$ cat src/rtl/stack_ctrl_pkg.sv
// Shared sizing, vector map and encodings for the interrupt / return-address sequencer.
package stack_ctrl_pkg;
  localparam int NIRQ = 4;
  localparam int DEPTH = 15;
  localparam int IW = $clog2(NIRQ);
  localparam int DW = $clog2(DEPTH + 1);
  localparam logic [9:0] VEC_BASE = 10'h3C0;
  localparam logic [9:0] VEC_STRIDE = 10'h010;

  typedef enum logic {ST_RUN = 1'b0, ST_FAULT = 1'b1} state_t;

  typedef enum logic [1:0] {
    FC_NONE = 2'b00,
    FC_OVF  = 2'b01,
    FC_UNF  = 2'b10,
    FC_MIS  = 2'b11
  } fcode_t;

  function automatic logic [9:0] vec_of(input logic [IW-1:0] idx);
    return VEC_BASE + 10'(VEC_STRIDE * 10'(idx));
  endfunction
endpackage

$ cat src/rtl/stack_ctrl_if.sv
// Decode/config inputs and stack/PC command outputs of stack_ctrl.
interface stack_ctrl_if;
  import stack_ctrl_pkg::*;
  logic [NIRQ-1:0] irq;
  logic            call;
  logic            ret;
  logic            reti;
  logic            cfg_we;
  logic [NIRQ-1:0] cfg_mask;
  logic            stk_push;
  logic            stk_pop;
  logic            stk_irq_sel;
  logic            pc_vec;
  logic [9:0]      vec_addr;
  logic            kill;
  logic [NIRQ-1:0] in_service;
  logic [4:0]      depth;
  logic            fault;
  logic [1:0]      fault_code;

  modport slave (
    input  irq, call, ret, reti, cfg_we, cfg_mask,
    output stk_push, stk_pop, stk_irq_sel, pc_vec, vec_addr, kill,
           in_service, depth, fault, fault_code
  );
  modport master (
    output irq, call, ret, reti, cfg_we, cfg_mask,
    input  stk_push, stk_pop, stk_irq_sel, pc_vec, vec_addr, kill,
           in_service, depth, fault, fault_code
  );
endinterface

$ cat src/rtl/stack_ctrl_prio_enc.sv
// Lowest-index-wins priority encoder.
module prio_enc #(
  parameter int N = 4,
  localparam int IW = (N > 1) ? $clog2(N) : 1
) (
  input  logic [N-1:0]  i_req,
  output logic          o_vld,
  output logic [IW-1:0] o_idx
);
  always_comb begin
    o_vld = |i_req;
    o_idx = '0;
    for (int i = N - 1; i >= 0; i--)
      if (i_req[i]) o_idx = IW'(i);
  end
endmodule

$ cat src/rtl/stack_ctrl.sv
// Interrupt arbitration, call/return sequencing and frame-type checking in front
// of the return-address stack. Any illegal stack use parks the block in FAULT.
module stack_ctrl
  import stack_ctrl_pkg::*;
(
  input logic       clk,
  input logic       reset,
  stack_ctrl_if.slave bus
);
  state_t          r_state, w_state_nx;
  fcode_t          r_code, w_fc;
  logic [NIRQ-1:0] r_irq_q, r_pend, r_mask, r_isv;
  logic [4:0]      r_depth;
  logic [DEPTH:0]  r_types;  // type bit of frame d at index d; index 0 unused

  logic [NIRQ-1:0] w_elig, w_clr, w_isv_nx;
  logic            w_vld, w_take, w_push, w_pop, w_type, w_kill;
  logic [IW-1:0]   w_win;
  logic [DW-1:0]   w_dnx;
  logic            w_top, w_full, w_empty, w_multi;

  // A source is blocked by any active handler of equal or higher priority.
  for (genvar g = 0; g < NIRQ; g++) begin : g_elig
    assign w_elig[g] = r_pend[g] & r_mask[g] & ~|r_isv[g:0];
  end

  prio_enc #(.N(NIRQ)) u_enc (.i_req(w_elig), .o_vld(w_vld), .o_idx(w_win));

  assign w_top   = r_types[r_depth[DW-1:0]];
  assign w_full  = (r_depth == 5'(DEPTH));
  assign w_empty = (r_depth == 5'd0);
  assign w_multi = (bus.call & bus.ret) | (bus.call & bus.reti) | (bus.ret & bus.reti);
  assign w_dnx   = r_depth[DW-1:0] + DW'(1);

  always_comb begin
    w_state_nx = r_state;
    w_fc       = FC_NONE;
    w_take     = 1'b0;
    w_push     = 1'b0;
    w_pop      = 1'b0;
    w_type     = 1'b0;
    w_kill     = 1'b0;
    if (r_state == ST_RUN) begin
      if (w_vld) begin
        if (w_full) w_fc = FC_OVF;
        else begin
          w_take = 1'b1;
          w_push = 1'b1;
          w_type = 1'b1;
        end
      end else if (w_multi) begin
        w_fc = FC_MIS;
      end else if (bus.call) begin
        if (w_full) w_fc = FC_OVF;
        else        w_push = 1'b1;
      end else if (bus.ret | bus.reti) begin
        if (w_empty)                                     w_fc = FC_UNF;
        else if ((bus.ret & w_top) | (bus.reti & ~w_top)) w_fc = FC_MIS;
        else                                             w_pop = 1'b1;
      end
      w_kill = w_take | (w_fc != FC_NONE);
      if (w_fc != FC_NONE) w_state_nx = ST_FAULT;
    end else begin
      w_kill = 1'b1;
    end
    // Stack commands stay low through reset so the stack pointer can clear.
    if (reset) begin
      w_take = 1'b0;
      w_push = 1'b0;
      w_pop  = 1'b0;
      w_kill = 1'b0;
    end
  end

  assign w_clr = w_take ? (NIRQ'(1) << w_win) : '0;

  always_comb begin
    w_isv_nx = r_isv;
    if (w_take)              w_isv_nx = r_isv | w_clr;
    else if (w_pop & bus.reti) w_isv_nx = r_isv & (r_isv - NIRQ'(1));
  end

  always_ff @(posedge clk) begin
    if (reset) r_state <= ST_RUN;
    else       r_state <= w_state_nx;
  end

  always_ff @(posedge clk) begin
    if (reset) begin
      r_code  <= FC_NONE;
      r_irq_q <= '0;
      r_pend  <= '0;
      r_mask  <= '0;
      r_isv   <= '0;
      r_depth <= '0;
      r_types <= '0;
    end else begin
      if (w_fc != FC_NONE) r_code <= w_fc;
      r_irq_q <= bus.irq;
      if (bus.cfg_we) r_mask <= bus.cfg_mask;
      r_pend <= (r_pend & ~w_clr) | (bus.irq & ~r_irq_q);
      r_isv  <= w_isv_nx;
      if (w_push) begin
        r_depth        <= r_depth + 5'd1;
        r_types[w_dnx] <= w_type;
      end else if (w_pop) begin
        r_depth <= r_depth - 5'd1;
      end
    end
  end

  assign bus.stk_push    = w_push;
  assign bus.stk_pop     = w_pop;
  assign bus.stk_irq_sel = w_pop & w_top;
  assign bus.pc_vec      = w_take;
  assign bus.vec_addr    = w_take ? vec_of(w_win) : 10'd0;
  assign bus.kill        = w_kill;
  assign bus.in_service  = r_isv;
  assign bus.depth       = r_depth;
  assign bus.fault       = (r_state == ST_FAULT);
  assign bus.fault_code  = r_code;
endmodule

$ cat src/flat_wrapper.sv
// flat-port wrapper written by rule: the top's interface ports become plain ports
module stack_ctrl_flat import stack_ctrl_pkg::*;
  (clk, reset, bus_irq, bus_call, bus_ret, bus_reti, bus_cfg_we, bus_cfg_mask, bus_stk_push, bus_stk_pop, bus_stk_irq_sel, bus_pc_vec, bus_vec_addr, bus_kill, bus_in_service, bus_depth, bus_fault, bus_fault_code);
  stack_ctrl_if bus_i ();
  input logic clk;
  input logic reset;
  input wire logic [$bits(bus_i.irq)-1:0] bus_irq;
  input wire logic [$bits(bus_i.call)-1:0] bus_call;
  input wire logic [$bits(bus_i.ret)-1:0] bus_ret;
  input wire logic [$bits(bus_i.reti)-1:0] bus_reti;
  input wire logic [$bits(bus_i.cfg_we)-1:0] bus_cfg_we;
  input wire logic [$bits(bus_i.cfg_mask)-1:0] bus_cfg_mask;
  output wire logic [$bits(bus_i.stk_push)-1:0] bus_stk_push;
  output wire logic [$bits(bus_i.stk_pop)-1:0] bus_stk_pop;
  output wire logic [$bits(bus_i.stk_irq_sel)-1:0] bus_stk_irq_sel;
  output wire logic [$bits(bus_i.pc_vec)-1:0] bus_pc_vec;
  output wire logic [$bits(bus_i.vec_addr)-1:0] bus_vec_addr;
  output wire logic [$bits(bus_i.kill)-1:0] bus_kill;
  output wire logic [$bits(bus_i.in_service)-1:0] bus_in_service;
  output wire logic [$bits(bus_i.depth)-1:0] bus_depth;
  output wire logic [$bits(bus_i.fault)-1:0] bus_fault;
  output wire logic [$bits(bus_i.fault_code)-1:0] bus_fault_code;
  assign bus_i.irq = bus_irq;
  assign bus_i.call = bus_call;
  assign bus_i.ret = bus_ret;
  assign bus_i.reti = bus_reti;
  assign bus_i.cfg_we = bus_cfg_we;
  assign bus_i.cfg_mask = bus_cfg_mask;
  assign bus_stk_push = bus_i.stk_push;
  assign bus_stk_pop = bus_i.stk_pop;
  assign bus_stk_irq_sel = bus_i.stk_irq_sel;
  assign bus_pc_vec = bus_i.pc_vec;
  assign bus_vec_addr = bus_i.vec_addr;
  assign bus_kill = bus_i.kill;
  assign bus_in_service = bus_i.in_service;
  assign bus_depth = bus_i.depth;
  assign bus_fault = bus_i.fault;
  assign bus_fault_code = bus_i.fault_code;
  stack_ctrl u_core (.clk(clk), .reset(reset), .bus(bus_i));
endmodule
$ cat config.mk
export PLATFORM = sky130hd
export DESIGN_NAME = stack_ctrl_flat
export DESIGN_NICKNAME = d
export VERILOG_FILES = /design/src/rtl/stack_ctrl_pkg.sv /design/src/rtl/stack_ctrl_if.sv /design/src/rtl/stack_ctrl_prio_enc.sv /design/src/rtl/stack_ctrl.sv /design/src/flat_wrapper.sv
export SDC_FILE = /design/constraint.sdc
export NUM_CORES = 1
export LEC_CHECK = 0
export BUFFER_PORTS_ARGS = -buffer_cell sky130_fd_sc_hd__buf_2
export CORE_MARGIN = 10
export CORE_UTILIZATION = 39
export CTS_CLUSTER_DIAMETER = 40
export CTS_CLUSTER_SIZE = 30
export DETAILED_ROUTE_END_ITERATION = 8
export HOLD_SLACK_MARGIN = 0.05
export PLACE_DENSITY_LB_ADDON = 0.2
export SYNTH_ARGS = -nofsm -noshare
export SYNTH_HDL_FRONTEND = slang
export SYNTH_SLANG_ARGS = --single-unit
$ cat constraint.sdc
create_clock -name clk -period 3.8 [get_ports clk]
set_input_delay 0.38 -clock clk [delete_from_list [all_inputs] [get_ports clk]]
set_output_delay 0.38 -clock clk [all_outputs]
set_load 0.05 [all_outputs]
== Yosys cells after proc, flatten, opt, wreduce, memory -nomap -nowiden ==
Cells that the tools add are included.

* $add $sub $neg: 5
* $lt $le $gt $ge: 3
* Eq/ne operators: 1
* Shift-type cells: 1
* Multiplexer cells: 47
* Bitwise operators: 28
* Reduce and logical (&&, ||, !) cells: 14

{| class="wikitable"
|+ Operators with widths
! kind !! count
|-
| $mux 1 || 26
|-
| $mux 2 || 12
|-
| $bwmux 16 || 1
|-
| $and 1x1->1 || 15
|-
| $and 4x4->4 || 3
|-
| $mux 4 || 3
|-
| $lt 4x5->1 const B || 2
|-
| $mux 10 || 1
|-
| $mux 5 || 2
|-
| $add 7x7->8 const A || 1
|-
| $not 4->4 || 2
|-
| $or 4x4->4 || 2
|-
| $reduce_bool 2->1 || 4
|-
| $reduce_or 4->1 || 2
|-
| $add 5x1->5 const B || 1
|-
| $eq 5x4->1 const B || 1
|-
| $logic_not 5->1 || 1
|-
| $or 1x1->1 || 5
|-
| $sub 5x1->5 const B || 1
|-
| $add 4x1->4 const B || 1
|-
| $bmux 1 s4 || 1
|-
| $demux 1 s4 || 1
|-
| $ge 4x1->1 const B || 1
|-
| $logic_not 1->1 || 4
|-
| 6 further kinds || 6
|}

* Flip-flop bits (word level): 40
* Input port bits: 14
* Output and inout bits: 27
* Word-level logic and storage cells: 107

== Depth between registers and ports, before layout ==
Gate-level depths: netlist (run 1).

* Depth after elaboration: 16
* Gate-level depth with buffers: 11
* Gate-level depth less buffers: 9

== Modules after synthesis ==
From an unflattened synthesis (run 1), not the netlist that was laid out.

* Cells, all modules: 287
* Area total of the unflattened synthesis: 2347.3 um^2

{| class="wikitable"
|+ Modules (own cells, without submodules)
! module !! instances !! cells an instance !! area an instance (um^2) !! seq. area each (um^2)
|-
| stack_ctrl || 1 || 280 || 2312.2 || 800.8
|-
| prio_enc || 1 || 7 || 35.0 || 0.0
|}

== Worst setup path before layout (run 1) ==
Ideal clock, no wire load.

* Path type: register to output
* Start point: register u_core.r_depth[1], in the netlist u_core.bus.depth[1]
* End point: output bus_kill
* Arrival time: 3161 ps
* Data required time: 3420 ps
* Setup slack: 259 ps
* Stages on the path, launching flop included: 7
* Buffers on the path: 0
* Cells stage by stage: dfxtp_1 -> mux4_1 -> mux2i_4 -> nor3_1 -> a2111o_1 -> a21o_1 -> a31oi_1

* Longest elaborated chain between the ends: 16
* Elaborated cells between the ends (all ways): 23
* Those cells by class: eq/ne (1); mux (15); bitwise (5); reduce/logical (2)

{| class="wikitable"
|+ Ends and longest elaborated chain
! what !! RTL line !! source
|-
| from (decl) || stack_ctrl.sv:13 || <nowiki>logic [4:0] r_depth;</nowiki>
|-
| from (signal assigned) || stack_ctrl.sv:104 || <nowiki>r_depth <= r_depth + 5'd1;</nowiki>
|-
| from (signal assigned) || stack_ctrl.sv:107 || <nowiki>r_depth <= r_depth - 5'd1;</nowiki>
|-
| $bmux 1 s4 || stack_ctrl.sv:29 || <nowiki>assign w_top = r_types[r_depth[DW-1:0]];</nowiki>
|-
| $mux 1 (not written as such) || stack_ctrl.sv:29 ||
|-
| $not 1->1 || stack_ctrl.sv:58 || <nowiki>else if ((bus.ret & w_top) | (bus.reti & ~w_top)) w_fc = FC_MIS;</nowiki>
|-
| $and 1x1->1 || stack_ctrl.sv:58 ||
|-
| $or 1x1->1 || stack_ctrl.sv:58 ||
|-
| $mux 2 || stack_ctrl.sv:58 ||
|-
| $mux 2 || stack_ctrl.sv:57 || <nowiki>if (w_empty) w_fc = FC_UNF;</nowiki>
|-
| $mux 2 || stack_ctrl.sv:56 || <nowiki>end else if (bus.ret | bus.reti) begin</nowiki>
|-
| $mux 2 || stack_ctrl.sv:53 || <nowiki>end else if (bus.call) begin</nowiki>
|-
| $mux 2 || stack_ctrl.sv:51 || <nowiki>end else if (w_multi) begin</nowiki>
|-
| $mux 2 || stack_ctrl.sv:44 || <nowiki>if (w_vld) begin</nowiki>
|-
| $mux 2 || stack_ctrl.sv:43 || <nowiki>if (r_state == ST_RUN) begin</nowiki>
|-
| $reduce_bool 2->1 || stack_ctrl.sv:61 || <nowiki>w_kill = w_take | (w_fc != FC_NONE);</nowiki>
|-
| $or 1x1->1 * || stack_ctrl.sv:61 ||
|-
| $mux 1 * || stack_ctrl.sv:43 ||
|-
| $mux 1 * || stack_ctrl.sv:67 || <nowiki>if (reset) begin</nowiki>
|-
| to (decl) || flat_wrapper.sv:18 || <nowiki>output wire logic [$bits(bus_i.kill)-1:0] bus_kill;</nowiki>
|}

Every way passes the cells marked *; elsewhere a longest branch is shown, timed or not. The select of a mux whose other input is x is not followed.

== Worst setup path in the final report (run 1) ==
Same ends and word-level chain as after synthesis.

==> impl_metrics.json, run 1 <==
{
  "setup_violations": 0,
  "cellLeakagePower_nw": 1.11,
  "dr.pass1.iters": 4,
  "drc_errors": 0,
  "yosysUniqueCellTypes": 60,
  "rrSetupSlack_ns": 0.69,
  "grt_usage_pct": 12.5,
  "postRouteWirelength_um": 6070,
  "end_kind": "output pin",
  "reg2reg_depth": 9,
  "place_hpwl_um": 4440,
  "nFillCells": 623,
  "pwr-share-comb_pct": 41.9,
  "hp-class": "primary input to flop",
  "multi_input_area_um2": 1460,
  "report.final.slew_viol_count": 0,
  "avgSynthCellArea_um2": 8.38,
  "wl_per_cell_um": 15.6,
  "fin_cells": 389,
  "gp_congestion": 0.797,
  "path_class": "flop to output pin",
  "worstPathArrival_ns": 2.95,
  "synth_common_cells": "dfxtp_1 (40), a21oi_1 (27), nor2_1 (22)",
  "cp_max_fo": 13,
  "cp_top_family": "multiplexers",
  "core-area_um2": 5990,
  "reg2reg_to": "u_core.bus.depth[4]",
  "cts_sinks": 40,
  "synth-seq-cells": 40,
  "seqCellArea_um2": 801,
  "power_frac_clock_pct": 20.9,
  "die-area_um2": 9760,
  "via_count": 2182,
  "antenna_cells": 0,
  "clock_path_buffers": 2,
  "netSwitchingPower_w": 0.000565,
  "grt_setup_unrepaired": "no",
  "max-vdd-ir-drop_mv": 0.257,
  "maxCapViolCount": 0,
  "ys_dominant_reg_cell": "dfxtp_1",
  "ctsResizeCount": 0,
  "synth_area_leaders": "dfxtp_1 (33%), a21oi_1 (5.6%), mux2i_1 (4.5%)",
  "cp.depth": 7,
  "clk_latency_ns": 0.29,
  "yosysSeqAreaShare_pct": 33.1,
  "cts_tree": "yes",
  "die_y_um": 98.8,
  "yosysMostFrequentCell": "dfxtp_1",
  "netlist_instances": 289,
  "relSlewSlack_pct": 23.7,
  "regToRegStartpoint": "u_core.bus.depth[2]",
  "worst_path_max_delay_cell": "mux4_1",
  "ctsRootBufferMaster": "clkbuf_8",
  "cp-endpoint": "bus_kill",
  "grt_pass1_vias": 2047,
  "overflow": 0,
  "tns_ns": 0,
  "holdWs_ns": 0.311,
  "internal_power_w": 0.000764,
  "cp-start-kind": "flop",
  "fin_nets": 332,
  "crit_chain": "mux4_1, mux2i_4, nor3_1, a2111o_1, a21o_1, a31oi_1, buf_2",
  "status": "completed",
  "drt_iter0_markers": 142,
  "grt_pass1_wl_um": 10300,
  "utilization_pct": 45.0,
  "synth_edf_count": 0,
  "pwr_density_cell_nw_per_um2": 494,
  "num_rows": 28,
  "post_cts_buffers": 0,
  "period_share_pct": 87.5,
  "worst_path_largest_cell_delay_ns": 0.67,
  "tightest_slew_ns": 1.14,
  "io_pins": 41,
  "required_ns": 3.42,
  "yosysTopAreaCell": "dfxtp_1",
  "setup.worst_path.start": "u_core.bus.depth[1]",
  "path_buf_inv": 1,
  "dpl.cell_count": 382,
  "portBuffers": 36,
  "antenna_found_initial": 0,
  "period_minus_slack_ns": 3.33,
  "netlist_area_um2": 2420,
  "cts-buffers-inserted": 5,
  "grt_max_degree": 39,
  "initial_core_util_pct": 40.4,
  "areaGrowthSynthToFinish_pct": 11.2,
  "drive_above_1_share_pct": 19.4,
  "finClkSkew_ns": 0.00691,
  "cts_max_level": 2,
  "seqPwrFrac_pct": 37.2,
  "clk_pin_slew_ns": 0.08,
  "die_x_um": 98.8,
  "whs_path_depth": 2,
  "ant_nets": 0,
  "swShare_pct": 42.5,
  "hold_viol_final": 0,
  "synth_async_sr_flop_share_pct": 0,
  "postCtsHoldBufs": 0,
  "ys_warn_count": 0,
  "max_freq_mhz": 301,
  "vias_per_cell": 5.61,
  "synth_top_area_share_pct": 33.1
}
-- registers in the layout (all words and copies together), names as in the netlist --
signal,count
u_core.bus.fault,1
u_core.bus.fault_code,2
u_core.r_irq_q,4
u_core.r_types,16
u_core.r_mask,4
u_core.r_pend,4
u_core.bus.in_service,4
u_core.bus.depth,5
-- cell families (layout without fill, tap and decap cells) --
group                    after synthesis  count (layout)  share of synthesized area, %
adder cells (fa/ha/maj)                4               4                          2.38
AO/OA/AOI/OAI                         80              80                          22.5
buffers and inverters                 35              57                          7.02
XOR/XNOR                               4               4                          1.45
flip-flops                            40              40                          33.1
other                                  1               4                         0.155
multiplexers                          16              16                          8.42
AND/OR/NAND/NOR                      109             109                          25.1
-- worst min-delay path by stage --
stage / start / end / slack, ns
after detailed placement: u_core.r_types[5] / u_core.r_types[5] / 0.45
after global routing: bus_irq[1] / u_core.r_irq_q[1] / 0.32
after floorplan: u_core.r_types[5] / u_core.r_types[5] / 0.43
after CTS: bus_irq[3] / u_core.r_irq_q[3] / 0.30
after global placement: u_core.r_types[5] / u_core.r_types[5] / 0.45
final: bus_irq[3] / u_core.r_irq_q[3] / 0.31
-- power groups by stage --
stage	clock, W	sequential [W]	combinational (W)
after global routing	0.000304	0.000503	0.000608
after CTS	0.000290	0.000496	0.000556
final	0.000278	0.000495	0.000557
after global placement	0	0.000506	0.000553
after floorplan	0	0.000568	0.000372
after detailed placement	0	0.000505	0.000554
-- routing by layer --
| layer | GRT usage (%) | up-vias | share of wire (%) |
|---|---|---|---|
| met4 | 3.64 | 0 | 0.86 |
| met1 | 16.6 | 1027 | 48 |
| li1 | - | 1093 | - |
| met2 | 19.6 | 57 | 45 |
| met5 | 0 | - | 0 |
| met3 | 3.07 | 5 | 5.8 |
-- area by class of cell --
class                   count  area share [%]
multi-input cells         217            54.3
flip-flops and latches     40            29.7
repair buffers             42            8.36
well taps                  75            3.48
clock buffers               5            2.55
inverters                   8            1.11
clock inverters             2           0.464
-- layout by cell type, fill, tap and decap left out, types with 3 or more instances in the layout --
| cell type | n |
|---|---|
| o21a_1 | 4 |
| buf_4 | 6 |
| nand2b_1 | 6 |
| mux2i_1 | 11 |
| inv_1 | 7 |
| ha_1 | 3 |
| and2_1 | 4 |
| dfxtp_1 | 40 |
| and3b_1 | 4 |
| a21oi_1 | 27 |
| buf_2 | 36 |
| nor2b_1 | 14 |
| o21ai_0 | 11 |
| nand4_1 | 4 |
| nor4_1 | 5 |
| nor2_1 | 22 |
| nand3_1 | 8 |
| nor3_1 | 8 |
| clkbuf_8 | 5 |
| o211ai_1 | 3 |
| nand2_1 | 18 |
| conb_1 | 4 |
| and3_1 | 3 |
| o31ai_1 | 3 |
| or4_1 | 3 |
| a21o_1 | 5 |
| a31oi_1 | 5 |
-- through the flow --
| step | setup slack (ns) | power (W) | cell area (um2) |
|---|---|---|---|
| final | 0.474 | 0.00133 | 2690 |
| after global routing | 0.291 | 0.00141 | 2690 |
| after CTS | 0.475 | 0.00134 | 2690 |
| after detailed placement | 0.729 | 0.00106 | 2610 |
| after global placement | 0.846 | 0.00106 | 2610 |
| after floorplan | 0.259 | 0.000940 | 2430 |
-- worst reg2reg max path: stages (launching register included) --
cell     delay (ns)
dfxtp_1        0.70
nand2_1        0.23
o31ai_1        0.47
a31o_2         0.38
ha_1           0.34
a21o_1         0.17
a21oi_1        0.17
nor2_1         0.09
or4_1          0.42
nand4_1        0.09
(Power assumes the default switching activity.)
==> run 2: changes to the inputs <==
--- a/config.mk
+++ b/config.mk
@@ -5,9 +5,11 @@
 export SDC_FILE = /design/constraint.sdc
 export NUM_CORES = 1
 export LEC_CHECK = 0
+export ABC_AREA = 1
 export BUFFER_PORTS_ARGS = -buffer_cell sky130_fd_sc_hd__buf_2
 export CORE_MARGIN = 10
 export CORE_UTILIZATION = 39
+export CTS_BUF_LIST = sky130_fd_sc_hd__clkbuf_4
 export CTS_CLUSTER_DIAMETER = 40
 export CTS_CLUSTER_SIZE = 30
 export DETAILED_ROUTE_END_ITERATION = 8
==> constraint.sdc (replaced) <==
create_clock -name clk -period 3.8 [get_ports clk]
set_input_delay 0.19 -clock clk [delete_from_list [all_inputs] [get_ports clk]]
set_output_delay 0.19 -clock clk [all_outputs]
set_load 0.05 [all_outputs]
==> run 2 against run 1 <==
  * Sequential share of layout area grew 1.4 points
  * Fmax grew 14%
  * Sequential power shrank 5.9%
  * Synthesized cell count grew 17%
  * Critical path type unchanged
  * Sequential cell count is the same
  * Clock skew grew 0.0096 ns
  * Final area shrank 4.6%
  * Via count shrank 3.7%
  * Clock power grew 6%
  * Area after synthesis shrank 6.8%
==> impl_metrics.json, run 2 <==
{
  "worst_path_max_delay_cell": "dfxtp_1",
  "hp-class": "primary input to flop",
  "ctsRootBufferMaster": "clkbuf_4",
  "clock_path_buffers": 2,
  "gp_congestion": 0.824,
  "avgSynthCellArea_um2": 6.66,
  "dr.pass1.iters": 4,
  "die_x_um": 96.1,
  "ctsResizeCount": 0,
  "yosysUniqueCellTypes": 32,
  "via_count": 2101,
  "cpMostUsedCell": "nand2_1",
  "status": "completed",
  "cts_sinks": 40,
  "synth-seq-cells": 40,
  "postRouteWirelength_um": 5380,
  "worstPathArrival_ns": 2.72,
  "crit_chain": "inv_2, nand2_1, nand2_1, nand2_1, nand3_1, nand3_1, nand2_1, nand2_1, nand2_1, nand3_1, nand2_1, nand3_1, nand2_1, nand2_1, buf_2",
  "setup_violations": 0,
  "yosysMostFrequentCell": "nand2_1",
  "grt_usage_pct": 12.5,
  "worst_path_largest_cell_delay_ns": 0.85,
  "place_hpwl_um": 4130,
  "io_pins": 41,
  "max-vdd-ir-drop_mv": 0.177,
  "portBuffers": 36,
  "synth_area_leaders": "dfxtp_1 (35%), nand2_1 (12%), nor2_1 (7.5%)",
  "antenna_cells": 0,
  "final_common_cell": "nand2_1",
  "die_y_um": 96.1,
  "synth_common_cells": "nand2_1 (73), nor2_1 (45), dfxtp_1 (40)",
  "final_cell_mix": "nand2_1 (73), nor2_1 (45), dfxtp_1 (40)",
  "clk_latency_ns": 0.35,
  "utilization_pct": 46.1,
  "regToRegStartpoint": "u_core.bus.depth[0]",
  "final_cell_area_um2": 2570,
  "finClkSkew_ns": 0.0165,
  "areaGrowthSynthToFinish_pct": 13.8,
  "drt_iter0_markers": 99,
  "num_rows": 27,
  "ant_nets": 0,
  "hold_viol_final": 0,
  "cts_max_level": 2,
  "min_from": "bus_cfg_mask[0]",
  "wl_per_cell_um": 12.0,
  "max_freq_mhz": 343,
  "place_area_um2": 2420,
  "postCtsHoldBufs": 6,
  "tns_ns": 0,
  "tightest_slew_ns": 0.783,
  "post_cts_buffers": 0,
  "cts_tree": "yes",
  "clk_pin_slew_ns": 0.12,
  "setup.worst_path.start": "u_core.bus.depth[0]",
  "required_ns": 3.61,
  "pwr_density_cell_nw_per_um2": 393,
  "synth_async_sr_flop_share_pct": 0,
  "cp_max_fo": 20,
  "cts-buffers-inserted": 5,
  "grt_pass1_wl_um": 9360,
  "netlist_area_um2": 2260,
  "period_minus_slack_ns": 2.91,
  "yosysTopAreaCell": "dfxtp_1",
  "synth_edf_count": 0,
  "drc_errors": 0,
  "largest_register_ffs": 16,
  "path_class": "flop to output pin",
  "maxCapViolCount": 0,
  "cp-start-kind": "flop",
  "grt_pass1_vias": 2042,
  "report.final.slew_viol_count": 0,
  "fin_nets": 394,
  "ys_dominant_reg_cell": "dfxtp_1",
  "relSlewSlack_pct": 47.7,
  "vias_per_cell": 4.68,
  "synth_top_area_share_pct": 35.5,
  "initial_core_util_pct": 40.5,
  "top_register": "u_core.r_types",
  "cellLeakagePower_nw": 1.26,
  "grt_max_degree": 32,
  "period_share_pct": 76.7,
  "antenna_found_initial": 0,
  "overflow": 0,
  "drive_above_1_share_pct": 18.8,
  "grt_setup_unrepaired": "no",
  "yosysSeqAreaShare_pct": 35.5,
  "ys_warn_count": 0,
  "die-area_um2": 9230,
  "dpl_worst_slack_ns": 0.974,
  "setup_ws_ns": 0.886,
  "end_kind": "output pin",
  "core-area_um2": 5570,
  "netlist_instances": 339
}
run 2: stage by stage:
step | instances | hold WS (ns) | total power, W
floorplan | 342 | 0.259 | 0.000673
global placement | 435 | 0.403 | 0.000718
detailed placement | 435 | 0.411 | 0.000718
CTS | 449 | 0.0512 | 0.00102
global route | 449 | 0.0671 | 0.00108
finish | 449 | 0.0676 | 0.00101
run 2: layout make-up:
type / count / area [um2]
inverter: 47 / 176
sequential: 40 / 801
multi-input combinational: 239 / 1170
clock inverter: 3 / 46.3
fill: 608 / 3010
timing repair buffer: 43 / 248
clock buffer: 5 / 37.5
tap: 72 / 90.1
run 2: routing by layer:
layer	GRT usage (%)	part of all wire [%]	vias up	routed length (um)
met5	0	0	-	0
met4	4.30	1.5	0	80
met3	3.11	5.3	6	286
met2	19.7	45	41	2410
met1	16.3	48	914	2600
li1	-	-	1140	-
run 2: power by group:
group / total, W / internal [W] / switching [W]
clock: 0.000296 / 0.000141 / 0.000156
sequential: 0.000466 / 0.000439 / 0.0000268
combinational: 0.000246 / 0.0000725 / 0.000174
total: 0.00101 / 0.000653 / 0.000356
run 2: path summary, 6_finish.rpt:
kind / endpoint / slack [ns] / cells past startpoint
setup / recovery: bus_kill / 0.89 / 15
hold / removal: u_core.r_mask[0] / 0.07 / 3
setup reg to reg: u_core.bus.depth[4] / 0.96 / 15
hold reg to reg: u_core.r_types[10] / 0.46 / 2
run 2: kinds of logic after synthesis:
family                   Yosys count  share of synthesized area [%]
buffers and inverters             63                           13.2
other                              1                          0.166
XOR/XNOR                           2                          0.776
flip-flops                        40                           35.5
AO/OA/AOI/OAI                     60                           13.7
adder cells (fa/ha/maj)            4                           2.55
AND/OR/NAND/NOR                  169                           34.1
run 2: worst max-delay path: cells and delay by family (launching register included):
| family | cells | cell delay (ns) |
|---|---|---|
| flops | 1 | 0.85 |
| simple gates | 13 | 1.06 |
| buf+inv | 2 | 0.46 |
==> run 3: changes to the inputs <==
==> constraint.sdc (replaced) <==
create_clock -name clk -period 2.75 [get_ports clk]
set_input_delay 0.1375 -clock clk [delete_from_list [all_inputs] [get_ports clk]]
set_output_delay 0.1375 -clock clk [all_outputs]
set_load 0.05 [all_outputs]
==> run 3 against run 2 <==
  * Clock-buffer cell count is the same
  * Clock power rose by 40%
  * Cell count is 1.1% higher
  * First-iteration DRC count decreased by 3.0%
  * Final area increased by 2.2%
  * Register-to-register slack got worse by 0.70 ns
  * Die area stayed put
  * Critical path depth grew 1
  * Critical path type is now flop to flop
  * Highest routed layer unchanged
==> impl_metrics.json, run 3 (same netlist as run 2, synthesis figures left out) <==
{
  "cp_top_family": "simple AND/OR/NAND/NOR gates",
  "clk_pin_slew_ns": 0.13,
  "crit_chain": "inv_2, nand2_2, nor2_2, nand4_1, nand4_2, nand2_2, nand2_4, inv_2, ha_1, a21o_1, a31oi_1, inv_1, nand2_1, nand2_1, nand2_1, a21oi_1",
  "clk_latency_ns": 0.37,
  "swShare_pct": 35.5,
  "min_to": "u_core.r_mask[0]",
  "fin_cells": 454,
  "netSwitchingPower_w": 0.000501,
  "grt_usage_pct": 12.8,
  "rrSetupSlack_ns": 0.26,
  "setup_violations": 0,
  "clock_path_buffers": 2,
  "pwr_density_cell_nw_per_um2": 538,
  "wl_per_cell_um": 12.4,
  "maxCapViolCount": 0,
  "cts_tree": "yes",
  "grt_pass1_wl_um": 9460,
  "dpl.cell_count": 437,
  "finClkSkew_ns": 0.0165,
  "fin_nets": 399,
  "status": "completed",
  "required_ns": 3.01,
  "internal_power_w": 0.000912,
  "gp_congestion": 0.829,
  "path_buf_inv": 3,
  "grt_pass1_vias": 1992,
  "seqPwrFrac_pct": 44.8,
  "cts-buffers-inserted": 5,
  "antenna_cells": 0,
  "postRouteWirelength_um": 5620,
  "initial_core_util_pct": 40.5,
  "cellLeakagePower_nw": 1.28,
  "die_y_um": 96.1,
  "grt_max_degree": 31,
  "areaGrowthSynthToFinish_pct": 16.4,
  "cp-start-kind": "flop",
  "num_rows": 27,
  "worstPathArrival_ns": 2.75,
  "worst_path_max_delay_cell": "dfxtp_1",
  "tns_ns": 0,
  "cts_sinks": 40,
  "grt_setup_unrepaired": "no",
  "power_frac_clock_pct": 29.2,
  "place_hpwl_um": 4240,
  "overflow": 0,
  "min_from": "bus_cfg_we",
  "cts_max_level": 2,
  "end_kind": "flop",
  "final_common_cell": "nand2_1",
  "max_freq_mhz": 401,
  "pwr-share-comb_pct": 26.0,
  "ctsRootBufferMaster": "clkbuf_4",
  "drive_above_1_share_pct": 19.6,
  "largest_register_ffs": 16,
  "report.final.slew_viol_count": 0,
  "reg2reg_depth": 16,
  "period_share_pct": 90.7,
  "cpMostUsedCell": "nand2_1",
  "cp_max_fo": 17,
  "hp-class": "primary input to flop",
  "dr.pass1.iters": 4,
  "reg2reg_to": "u_core.bus.depth[4]",
  "drc_errors": 0,
  "core-area_um2": 5570,
  "period_minus_slack_ns": 2.49,
  "portBuffers": 36,
  "path_class": "flop to flop",
  "vias_per_cell": 4.74,
  "antenna_found_initial": 0,
  "regToRegStartpoint": "u_core.bus.in_service[0]",
  "final_cell_mix": "nand2_1 (73), nor2_1 (45), dfxtp_1 (38)",
  "drt_iter0_markers": 96,
  "via_count": 2154,
  "top_register": "u_core.r_types",
  "die_x_um": 96.1,
  "ant_nets": 0,
  "hold_viol_final": 0,
  "die-area_um2": 9230,
  "whs_path_depth": 3,
  "worst_path_largest_cell_delay_ns": 0.35,
  "max-vdd-ir-drop_mv": 0.293,
  "io_pins": 41
}
==> run 3: repair_timing <==
| action | in CTS | in global routing |
|---|---|---|
| hold buffers | 9 | 0 |
| endpoints found under the setup margin | 0 | 3 |
| resized for setup | 0 | 5 |
| setup buffers | 0 | 0 |
| hold endpoints to repair | 8 | 0 |
==> run 3: power groups by stage <==
stage | clock (W) | combinational, W | sequential [W]
detailed placement | 0 | 0.000354 | 0.000645
global route | 0.000459 | 0.000408 | 0.000638
finish | 0.000413 | 0.000367 | 0.000633
CTS | 0.000429 | 0.000365 | 0.000632
floorplan | 0 | 0.000242 | 0.000688
global placement | 0 | 0.000352 | 0.000645
==> run 3: worst max-delay path by stage <==
stage	from	endpoint	slack [ns]	cells after the start
2_1_floorplan	u_core.bus.depth[1]	u_core.bus.depth[4]	0.12	16
3_3_place_gp	u_core.bus.depth[2]	u_core.bus.depth[4]	0.38	16
3_5_place_dp	u_core.bus.depth[2]	u_core.bus.depth[4]	0.23	16
4_1_cts	u_core.bus.depth[0]	bus_stk_irq_sel	0.17	14
5_1_grt	u_core.bus.in_service[0]	u_core.bus.depth[4]	0.03	15
6_report	u_core.bus.in_service[0]	u_core.bus.depth[4]	0.26	16
==> run 3: through the flow <==
| stage | worst slack [ns] | hold slack [ns] | utilization [%] | total power [W] | instance area [um2] |
|---|---|---|---|---|---|
| after floorplan | 0.116 | 0.207 | - | 0.000930 | 2270 |
| after global placement | 0.380 | 0.348 | 43.8 | 0.000997 | 2440 |
| after detailed placement | 0.233 | 0.361 | 43.8 | 0.000999 | 2440 |
| after CTS | 0.165 | 0.0620 | 46.9 | 0.00143 | 2610 |
| after global routing | 0.0324 | 0.0786 | 47.1 | 0.00151 | 2630 |
| final | 0.256 | 0.0853 | 47.1 | 0.00141 | 2630 |
==> run 3: worst reg2reg max path: cells and delay by family, from the launching register on <==
kind            cells  cell delay [ns]
compound gates      3             0.44
flops               1             0.35
fa+ha+maj           1             0.33
buf+inv             3             0.27
simple gates        9             0.99
==> run 3: area by class of cell <==
class,count,area (um2)
clock buffer,5,37.5
clock inverter,3,46.3
fill,593,2950
inverter,47,176
multi-input combinational,239,1170
sequential,40,803
tap,72,90.1
timing repair buffer,48,303
==> run 3: per-layer routing <==
| metal | GRT usage [%] | up-vias | routed length [um] |
|---|---|---|---|
| met4 | 4.30 | 0 | 72 |
| met2 | 20.2 | 47 | 2610 |
| li1 | - | 1152 | - |
| met1 | 16.2 | 949 | 2600 |
| met3 | 3.74 | 6 | 339 |
| met5 | 0 | - | 0 |
